`config.mk`:
```
export PLATFORM = sky130hd
export DESIGN_NAME = player_laser
export DESIGN_NICKNAME = d
export VERILOG_FILES = /design/src/rtl/game_pkg.sv /design/src/rtl/shot_slot.sv /design/src/rtl/player_laser.sv
export SDC_FILE = /design/constraint.sdc
export NUM_CORES = 1
export LEC_CHECK = 0
export ABC_AREA = 0
export ABC_CLOCK_PERIOD_IN_PS = 13300
export BUFFER_PORTS_ARGS = -buffer_cell sky130_fd_sc_hd__buf_2
export CAP_MARGIN = 20
export CORE_ASPECT_RATIO = 2
export CORE_MARGIN = 2
export CORE_UTILIZATION = 30
export DETAILED_ROUTE_END_ITERATION = 12
export GPL_TIMING_DRIVEN = 0
export SLEW_MARGIN = 20
export SYNTH_ARGS = -nofsm -noshare
export SYNTH_HDL_FRONTEND = slang
export SYNTH_SLANG_ARGS = --single-unit
```
`constraint.sdc`:
```
create_clock -name frame_clk -period 13.3 [get_ports frame_clk]
set_input_delay 2.66 -clock frame_clk [delete_from_list [all_inputs] [get_ports frame_clk]]
set_output_delay 2.66 -clock frame_clk [all_outputs]
set_load 0.005 [all_outputs]
```
`src/rtl/game_pkg.sv`:
```
// Shared game-core geometry, shot tuning constants and the projectile slot record.
// Latency: none (types and constants only).
// Backpressure: not applicable; everything here is consumed once per frame.
package game_pkg;

  localparam int SCREEN_W     = 640;
  localparam int SCREEN_H     = 480;
  localparam int PLAYERSHIP_W = 30;
  localparam int PLAYERSHIP_H = 30;
  localparam int BOSS_W       = 230;
  localparam int BOSS_H       = 100;

  localparam int SHOT_W       = 4;
  localparam int SHOT_H       = 10;
  localparam int SHOT_SPEED   = 8;
  localparam int COOLDOWN     = 15;
  localparam int NUM_SHOTS    = 4;

  // Horizontal offset that centres a shot on the ship: 30/2 - 4/2 = 13.
  localparam int SHOT_X_OFF   = PLAYERSHIP_W / 2 - SHOT_W / 2;

  typedef struct packed {
    logic       exists;
    logic [9:0] x;
    logic [9:0] y;
  } shot_t;

  // Widen a screen coordinate so that coordinate + box size cannot overflow.
  function automatic logic [10:0] ext11(input logic [9:0] v);
    return {1'b0, v};
  endfunction

endpackage

```
`src/rtl/shot_slot.sv`:
```
// One projectile register: launch load, upward move, off-top retire, boss collision.
// Latency: hit is combinational from the registered position; state updates each frame.
// Backpressure: none; launch is only offered by the parent while the slot is empty.
module shot_slot
  import game_pkg::*;
#(
  parameter int SPEED = SHOT_SPEED,
  parameter int SW    = SHOT_W,
  parameter int SH    = SHOT_H,
  parameter int BW    = BOSS_W,
  parameter int BH    = BOSS_H
) (
  input  logic       frame_clk,
  input  logic       Reset,
  input  logic       launch,
  input  logic [9:0] launch_x,
  input  logic [9:0] launch_y,
  input  logic       boss_exists,
  input  logic [9:0] bsX,
  input  logic [9:0] bsY,
  output shot_t      shot,
  output logic       hit
);

  logic [10:0] x11, y11, bx11, by11;

  // Box overlap against the boss, evaluated on the position before this frame's move.
  always_comb begin
    x11  = ext11(shot.x);
    y11  = ext11(shot.y);
    bx11 = ext11(bsX);
    by11 = ext11(bsY);
    hit  = shot.exists && boss_exists &&
           (x11 + 11'(SW) > bx11) && (x11 < bx11 + 11'(BW)) &&
           (y11 < by11 + 11'(BH)) && (y11 + 11'(SH) > by11);
  end

  // Slot state: collision beats off-top retire beats the move; X is frozen after launch.
  always_ff @(posedge frame_clk) begin
    if (!Reset) begin
      shot <= '0;
    end else if (launch) begin
      shot.exists <= 1'b1;
      shot.x      <= launch_x;
      shot.y      <= launch_y;
    end else if (shot.exists) begin
      if (hit) begin
        shot.exists <= 1'b0;
      end else if (shot.y < 10'(SPEED)) begin
        shot.exists <= 1'b0;
      end else begin
        shot.y <= shot.y - 10'(SPEED);
      end
    end
  end

endmodule

```
`src/rtl/player_laser.sv`:
```
// Player weapon: launches shots on fire-button edges and reports hits on the boss.
// Latency: launch visible 1 frame after the fire edge; Bhit/hit_count 1 frame after collision.
// Backpressure: fire edges during cooldown or with all slots busy are dropped, never queued.
module player_laser
  import game_pkg::*;
#(
  parameter int NUM_SHOTS  = game_pkg::NUM_SHOTS,
  parameter int SHOT_SPEED = game_pkg::SHOT_SPEED,
  parameter int COOLDOWN   = game_pkg::COOLDOWN,
  parameter int SHOT_W     = game_pkg::SHOT_W,
  parameter int SHOT_H     = game_pkg::SHOT_H,
  parameter int BOSS_W     = game_pkg::BOSS_W,
  parameter int BOSS_H     = game_pkg::BOSS_H
) (
  input  logic                    frame_clk,
  input  logic                    Reset,
  input  logic                    fire,
  input  logic [9:0]              PSX,
  input  logic [9:0]              PSY,
  input  logic [9:0]              bsX,
  input  logic [9:0]              bsY,
  input  logic                    boss_exists,
  output logic [NUM_SHOTS*10-1:0] shotX,
  output logic [NUM_SHOTS*10-1:0] shotY,
  output logic [NUM_SHOTS-1:0]    shot_exists,
  output logic                    Bhit,
  output logic [7:0]              hit_count
);

  localparam int CD_W  = $clog2(COOLDOWN + 1);
  localparam int CNT_W = $clog2(NUM_SHOTS + 1);

  logic                 fire_q;
  logic                 fire_edge;
  logic [CD_W-1:0]      cooldown;
  logic                 launch_ok;
  logic [NUM_SHOTS-1:0] free_sel;
  logic                 any_free;
  logic [NUM_SHOTS-1:0] launch_vec;
  logic [NUM_SHOTS-1:0] hit_vec;
  logic [CNT_W-1:0]     hit_num;
  logic [8:0]           hit_sum;
  logic [9:0]           launch_x;
  logic [9:0]           launch_y;
  shot_t                slots [NUM_SHOTS];

  assign launch_x = PSX + 10'(SHOT_X_OFF);
  assign launch_y = PSY - 10'(SHOT_H);

  // Fire-button history; reset value of 1 keeps a button held through reset from firing.
  always_ff @(posedge frame_clk) begin
    if (!Reset) fire_q <= 1'b1;
    else        fire_q <= fire;
  end

  assign fire_edge = fire && !fire_q;

  // Lowest-index empty slot wins the launch.
  always_comb begin
    free_sel = '0;
    any_free = 1'b0;
    for (int i = 0; i < NUM_SHOTS; i++) begin
      if (!any_free && !slots[i].exists) begin
        free_sel[i] = 1'b1;
        any_free    = 1'b1;
      end
    end
  end

  assign launch_ok  = fire_edge && (cooldown == '0) && any_free;
  assign launch_vec = launch_ok ? free_sel : '0;

  // Cooldown reloads on a launch and otherwise counts down to zero; a full-slot edge leaves it alone.
  always_ff @(posedge frame_clk) begin
    if (!Reset)              cooldown <= '0;
    else if (launch_ok)      cooldown <= CD_W'(COOLDOWN);
    else if (cooldown != '0) cooldown <= cooldown - 1'b1;
  end

  for (genvar g = 0; g < NUM_SHOTS; g++) begin : g_slot
    shot_slot #(
      .SPEED (SHOT_SPEED),
      .SW    (SHOT_W),
      .SH    (SHOT_H),
      .BW    (BOSS_W),
      .BH    (BOSS_H)
    ) u_slot (
      .frame_clk   (frame_clk),
      .Reset       (Reset),
      .launch      (launch_vec[g]),
      .launch_x    (launch_x),
      .launch_y    (launch_y),
      .boss_exists (boss_exists),
      .bsX         (bsX),
      .bsY         (bsY),
      .shot        (slots[g]),
      .hit         (hit_vec[g])
    );

    assign shotX[10*g +: 10] = slots[g].x;
    assign shotY[10*g +: 10] = slots[g].y;
    assign shot_exists[g]    = slots[g].exists;
  end

  // Number of slots colliding this frame, and the unsaturated running total.
  always_comb begin
    hit_num = '0;
    for (int i = 0; i < NUM_SHOTS; i++) begin
      hit_num = hit_num + CNT_W'(hit_vec[i]);
    end
    hit_sum = {1'b0, hit_count} + 9'(hit_num);
  end

  // Registered hit pulse and saturating hit counter; reset wins over a same-frame collision.
  always_ff @(posedge frame_clk) begin
    if (!Reset) begin
      Bhit      <= 1'b0;
      hit_count <= '0;
    end else begin
      Bhit      <= |hit_vec;
      hit_count <= hit_sum[8] ? 8'hFF : hit_sum[7:0];
    end
  end

endmodule

```
### Word-level counts from Yosys, hierarchy flattened

Index checks and enable logic that the tools add are counted.

| operators by class | value |
|---|---|
| add/subtract/negate cells | 21 |
| order comparisons | 20 |
| eq/ne operators | 8 |
| multiplexer cells | 43 |
| reductions and logical operators | 44 |

Operators with widths:

| cell | number |
|---|---|
| $mux W10 | 16 |
| $gt A11 B10 Y1 | 8 |
| $lt A10 B11 Y1 | 8 |
| $sub A10 B4 Y10 const B | 5 |
| $add A10 B3 Y11 const B | 4 |
| $add A10 B4 Y11 const B | 4 |
| $lt A10 B4 Y1 const B | 4 |
| $logic_and A1 B1 Y1 | 26 |
| $mux W1 | 23 |
| $ne A2 B2 Y1 const B | 8 |
| $mux W4 | 3 |
| $reduce_and A3 Y1 | 4 |
| $add A10 B7 Y11 const B | 1 |
| $add A10 B8 Y11 const B | 1 |
| $add A10 B4 Y10 const B | 1 |
| $reduce_bool A2 Y1 | 5 |
| $add A8 B3 Y9 | 1 |
| $mux W8 | 1 |
| $logic_not A1 Y1 | 6 |
| $logic_not A4 Y1 | 1 |
| $reduce_bool A4 Y1 | 1 |
| $reduce_or A4 Y1 | 1 |
| $sub A4 B1 Y4 const B | 1 |
| $add A2 B1 Y3 | 1 |
| 2 further kinds | 2 |

| word-level totals | value |
|---|---|
| bits in registers | 98 |
| input port bits | 44 |
| output and inout port bits | 93 |
| logic and storage cells | 152 |

### Logic depth before layout (Yosys ltp)

| depth | value |
|---|---|
| word-level depth | 13 |
| gate-level depth with buffers | 22 |
| mapped depth without buffers | 22 |

### Modules after synthesis

From an unflattened synthesis, not the netlist that was laid out.

| second synthesis, totals | value |
|---|---|
| cells, all modules | 1262 |
| area total of the unflattened synthesis | 10561.4 sq um |

By module, submodules not included:

| module | times used | cells an instance | area each (sq um) | seq. area each (sq um) |
|---|---|---|---|---|
| shot_slot (g_slot[0].u_slot ...) | 2 | 286 | 2387.3 | 420.4 |
| shot_slot (g_slot[1].u_slot) | 1 | 287 | 2438.6 | 420.4 |
| shot_slot (g_slot[2].u_slot) | 1 | 282 | 2344.7 | 420.4 |
| player_laser | 1 | 121 | 1003.5 | 280.3 |

### Worst setup path before layout

No wires, ideal clock.

| timing | value |
|---|---|
| kind | input to register |
| start | input port bsX[1] |
| end | register hit_count[7] |
| setup time | 0.128 ns |
| arrival | 6.659 ns |
| data required time | 13.172 ns |
| path slack | 6.514 ns |
| stages | 20 |
| cells stage by stage | inv_1 ha_1 nor3_1 nor3_1 a21o_1 xnor2_1 ha_1 nand2_1 a31oi_1 o22ai_1 o211ai_1 nor4_4 xor2_1 ha_1 fa_1 fa_1 and3_1 nand2b_1 mux2i_1 nor2_1 |

| on the way | value |
|---|---|
| cells in the longest elaborated chain, start to end | 10 |

RTL lines:

| what | RTL line | RTL |
|---|---|---|
| start: declaration | player_laser.sv:20 | `input logic [9:0] bsX,` |
| $add A10 B8 Y11 or $gt A11 B10 Y1 (tied branches) | shot_slot.sv:34 | `(x11 + 11'(SW) > bx11) && (x11 < bx11 + 11'(BW)) &&` |
| $lt A10 B11 Y1 or $logic_and A1 B1 Y1 (tied branches) | shot_slot.sv:34, shot_slot.sv:33 |  |
| $logic_and A1 B1 Y1 (2 in a row) | shot_slot.sv:34 |  |
| $logic_and A1 B1 Y1 | shot_slot.sv:35 | `(y11 < by11 + 11'(BH)) && (y11 + 11'(SH) > by11);` |
| $add A1 B1 Y2 | player_laser.sv:109 | `hit_num = hit_num + CNT_W'(hit_vec[i]);` |
| $add A2 B1 Y3 | player_laser.sv:109 |  |
| $add A3 B1 Y3 * | player_laser.sv:109 |  |
| $add A8 B3 Y9 * | player_laser.sv:111 | `hit_sum = {1'b0, hit_count} + 9'(hit_num);` |
| $mux W8 * | player_laser.sv:121 | `hit_count <= hit_sum[8] ? 8'hFF : hit_sum[7:0];` |
| end signal: assignment | player_laser.sv:121 |  |
| end: declaration | player_laser.sv:27 | `output logic [7:0] hit_count` |

Every way passes the cells marked *; elsewhere a longest branch is shown, timed or not.
A chain may end at the register's enable or synchronous reset.

### Final worst setup path

| timing | value |
|---|---|
| start | input port bsX[1] |
| end | register hit_count[5] |

The elaborated chain is that of the path after synthesis.

==> run summary <==
The via count normalized by instance count came out at 5.501. After synthesis the netlist holds a flip-flop and latch count of 98. The detailed router placed 9215 vias in this run.

The routed wire length per instance came out at 21.80 um. The filler cells instantiated in the layout total 3301. The path class of the lowest-slack min-delay path is reg2reg. The post-CTS setup buffer count came out at 0. The sum of net half-perimeters after detailed placement is 30560 um. The actual slew at the worst max-slew pin is 969.4 ps.

The final weighted congestion in routability-driven placement is 0.9272. Leaving out filler cells and counting taps, the final layout contains 1675. The type of element launching the critical path is a primary input. A synthesized cell averages 8.080 um2. The share of flip-flops with an asynchronous set or reset after synthesis is 0%.

The total nets after synthesis is 1372. The insertion delay to the later sink of the worst-skew pair came out at 370 ps. The clock-pin slew of the registers on the worst-case setup and hold paths came out at 70 ps. The number of pins with negative max-slew slack in the final report came out at 0. The final critical path time including I/O delays and setup came out at 7911 ps.

Cells with a size suffix above 1 make up 14.13% of the layout. The data arrival time of the worst path came out at 8140 ps. The number of cells in the design after placement is 1658.

Setup repair after global routing left no endpoint under its margin. The leakage power summed over all cells is 4.927 nW. The number of placement rows came out at 91.

In the global route stage, overall resource usage came out at 22.62%. The clock tree buffer depth came out at 2. The timing-limited maximum frequency came out at 0.1264 GHz. The largest net degree at the start of global routing is 18.

TritonCTS built the clock tree. The flow ran to the end, and the final reports show no timing, DRC or antenna violations. The core outline area is 30740 um2. The total DRC errors in the routed layout came out at 0. The power density of the placed cells came out at 77.31 nW/um2. The count of nets after finishing is 1518.

The initial DRC count came out at 585. Among all flip-flop cells after synthesis, the most frequent one is sky130_fd_sc_hd__dfxtp_1. In this run the tightest slew margin relative to its limit is 34.82%. Clock tree synthesis found a total of 98 sinks. The quantity of hold-fixing buffers added after cts is 0. The highest fanout seen on the critical path is 9. During I/O placement, the number of pins put on the boundary was 137. The total standard cell area after synthesis came out at 9300 um2. The count of final hold-check violations is 0. The maximum VDD drop came out at 0.06500 mV.

The Yosys step of the flow raised 0 warnings. The area growth from synthesis to layout is 15.61%. The clock tree root buffer cell is sky130_fd_sc_hd__clkbuf_16. The worst path meets setup with 5389 ps of slack. The max capacitance violation total came out at 0. The first-pass iteration count of the detailed router came out at 5.

The count of mapped cells out of synthesis came out at 1151. The die is 253 um tall. The final critical-path share of the clock period is 59.48%. Once the clock tree was built, the resizer swapped 0 gates to a different size. The critical path is of the in2reg type.

The via count of the first global-routing pass is 9200. The type of destination of the critical path is a register. The antenna violation net count after detailed routing came out at 0.

The count of input and output buffers is 135. Timing analysis after detailed placement gives a worst setup slack of 5067 ps. The number of H-tree levels came out at 3. The horizontal extent of the die came out at 128.5 um.

The data required time of the critical path is 13530 ps. The worst hold margin came out at 515.1 ps. The number of synthesized flops with an enable pin came out at 0.

Setup violations remaining at the end of the flow were counted as 0. The overall routed net length came out at 36510 um. The setup skew after layout came out at 10.74 ps. The starting density of the core is 30.25%. The aggregate global routing overflow came out at 0. The share of synthesized area occupied by flip-flops and latches came out at 21.10%.

The total negative setup slack is 0 ps. The initial antenna violation count is 1. The number of buffers added by the clock tree synthesis step came out at 9.

The global-route wire length before repair came out at 54500 um. The die footprint is 32510 um2. The number of different library cells in the post-synthesis netlist came out at 80.
cell usage after synthesis (3+ instances only):
cell type / count / area [um2]
sky130_fd_sc_hd__a211o_1: 3 / 26.28
sky130_fd_sc_hd__a211oi_1: 52 / 390.4
sky130_fd_sc_hd__a21o_1: 16 / 120.1
sky130_fd_sc_hd__a21oi_1: 91 / 455.4
sky130_fd_sc_hd__a22oi_1: 3 / 22.52
sky130_fd_sc_hd__a31oi_1: 13 / 81.33
sky130_fd_sc_hd__and3_1: 16 / 100.1
sky130_fd_sc_hd__buf_1: 3 / 11.26
sky130_fd_sc_hd__buf_2: 5 / 25.02
sky130_fd_sc_hd__clkbuf_1: 29 / 108.9
sky130_fd_sc_hd__dfxtp_1: 98 / 1962
sky130_fd_sc_hd__ha_1: 175 / 2190
sky130_fd_sc_hd__inv_1: 58 / 217.7
sky130_fd_sc_hd__mux2i_1: 5 / 50.05
sky130_fd_sc_hd__nand2_1: 95 / 356.6
sky130_fd_sc_hd__nand2b_1: 8 / 50.05
sky130_fd_sc_hd__nand3_1: 53 / 265.3
sky130_fd_sc_hd__nand3b_1: 6 / 45.04
sky130_fd_sc_hd__nand4_1: 20 / 125.1
sky130_fd_sc_hd__nor2_1: 109 / 409.1
sky130_fd_sc_hd__nor2b_1: 6 / 37.54
sky130_fd_sc_hd__nor3_1: 35 / 175.2
sky130_fd_sc_hd__nor3b_1: 3 / 22.52
sky130_fd_sc_hd__nor4_1: 7 / 43.79
sky130_fd_sc_hd__o2111ai_1: 3 / 26.28
sky130_fd_sc_hd__o211a_1: 3 / 30.03
sky130_fd_sc_hd__o211ai_1: 11 / 82.58
sky130_fd_sc_hd__o21a_1: 5 / 37.54
sky130_fd_sc_hd__o21ai_0: 35 / 175.2
sky130_fd_sc_hd__o21bai_1: 6 / 45.04
sky130_fd_sc_hd__o22ai_1: 4 / 25.02
sky130_fd_sc_hd__o31a_1: 3 / 26.28
sky130_fd_sc_hd__o31ai_1: 3 / 22.52
sky130_fd_sc_hd__or2_2: 3 / 18.77
sky130_fd_sc_hd__or3_1: 20 / 125.1
sky130_fd_sc_hd__or4_1: 3 / 22.52
sky130_fd_sc_hd__xnor2_1: 63 / 551.8
sky130_fd_sc_hd__xor2_1: 29 / 254.0
cell type report:
cell class                      count  area [um2]  share of cell area (%)
Buffer                             40       175.2                   1.629
Antenna cell                        1       2.502                 0.02327
Timing Repair Buffer              135       675.6                   6.284
Tap cell                          372       465.4                   4.329
Inverter                           59       221.5                   2.060
Clock inverter                      7       77.57                  0.7215
Sequential cell                    98        1962                   18.25
Clock buffer                        9       225.2                   2.095
Multi-Input combinational cell    954        6947                   64.61
worst max-delay path, stage by stage:
cell and delay (ps):
sky130_fd_sc_hd__buf_2 230, sky130_fd_sc_hd__inv_1 250, sky130_fd_sc_hd__ha_1 300, sky130_fd_sc_hd__nor3_1 250, sky130_fd_sc_hd__nor3_1 120, sky130_fd_sc_hd__a21o_1 200
sky130_fd_sc_hd__xnor2_1 370, sky130_fd_sc_hd__ha_1 330, sky130_fd_sc_hd__nand2_1 80, sky130_fd_sc_hd__a31oi_1 40, sky130_fd_sc_hd__o22ai_1 320, sky130_fd_sc_hd__o211ai_1 260
sky130_fd_sc_hd__nor4_4 810, sky130_fd_sc_hd__xor2_1 150, sky130_fd_sc_hd__ha_1 330, sky130_fd_sc_hd__fa_1 420, sky130_fd_sc_hd__fa_1 450, sky130_fd_sc_hd__and3_1 210
sky130_fd_sc_hd__nand2_1 100, sky130_fd_sc_hd__nor2_1 90, sky130_fd_sc_hd__nor2_1 110, sky130_fd_sc_hd__nor2_1 40
report_power, final:
| group | internal [W] | leakage (nW) | switching, W |
|---|---|---|---|
| sequential | 0.000306 | 0.791 | 0.0000190 |
| clock | 0.000148 | 0.140 | 0.000130 |
| combinational | 0.0000855 | 4.00 | 0.000143 |
registers in the layout (all words and copies together) (netlist names):
name	cells
hit_count	8
Bhit	1
g_slot.u_slot.shot	84
cooldown	4
fire_q	1
cells in the final DEF, fill, tap and decap left out, types with 4 or more instances in the layout:
cell and count:
sky130_fd_sc_hd__mux2i_1 5, sky130_fd_sc_hd__or3_1 20, sky130_fd_sc_hd__nand3b_1 6, sky130_fd_sc_hd__o21bai_1 6
sky130_fd_sc_hd__nand3_1 53, sky130_fd_sc_hd__nand2b_1 8, sky130_fd_sc_hd__inv_1 58, sky130_fd_sc_hd__o21ai_0 35
sky130_fd_sc_hd__o21a_1 5, sky130_fd_sc_hd__xor2_1 29, sky130_fd_sc_hd__ha_1 175, sky130_fd_sc_hd__clkbuf_16 9
sky130_fd_sc_hd__o211ai_1 11, sky130_fd_sc_hd__and3_1 16, sky130_fd_sc_hd__a21oi_1 91, sky130_fd_sc_hd__dfxtp_1 98
sky130_fd_sc_hd__a211oi_1 52, sky130_fd_sc_hd__nor3_1 34, sky130_fd_sc_hd__a21o_1 16, sky130_fd_sc_hd__nor4_1 7
sky130_fd_sc_hd__nor2b_1 6, sky130_fd_sc_hd__o22ai_1 4, sky130_fd_sc_hd__nand4_1 20, sky130_fd_sc_hd__a31oi_1 13
sky130_fd_sc_hd__buf_2 140, sky130_fd_sc_hd__nand2_1 95, sky130_fd_sc_hd__xnor2_1 63, sky130_fd_sc_hd__clkbuf_1 29
sky130_fd_sc_hd__nor2_1 109
logic make-up after synthesis:
kind of cell	Yosys count	synth area share [%]
compound gates	278	19.93
xor+xnor	93	8.839
fa+ha+maj	177	23.97
buf+inv	99	4.265
flops	98	21.10
mux	7	0.7803
simple gates	399	21.12
final timing paths:
check	depth (start not counted)	slack (ps)	startpoint	to
max	22	5390	bsX[1]	hit_count[5]
max reg2reg	20	7910	g_slot[0].u_slot.shot[3]	hit_count[5]
min reg2reg	2	520	g_slot[1].u_slot.shot[10]	g_slot[1].u_slot.shot[10]
min	2	520	g_slot[1].u_slot.shot[10]	g_slot[1].u_slot.shot[10]
stage by stage:
stage,util (%),power [W],instance area [um2]
finish,34.97,0.0008312,10750
global route,34.97,0.0008746,10750
CTS,34.97,0.0008339,10750
detailed placement,33.98,0.0005587,10450
global placement,33.96,0.0005505,10440
floorplan,-,0.0004730,9300
routing by layer:
metal / GRT usage (%) / up-vias / wire length (um)
met1: 21.62 / 4329 / 12520
met3: 2.620 / 110 / 1279
met5: 0 / - / 0
li1: - / 4503 / -
met4: 18.60 / 0 / 3425
met2: 42.31 / 273 / 19280
No activity file was read; power rests on OpenSTA's default activity.
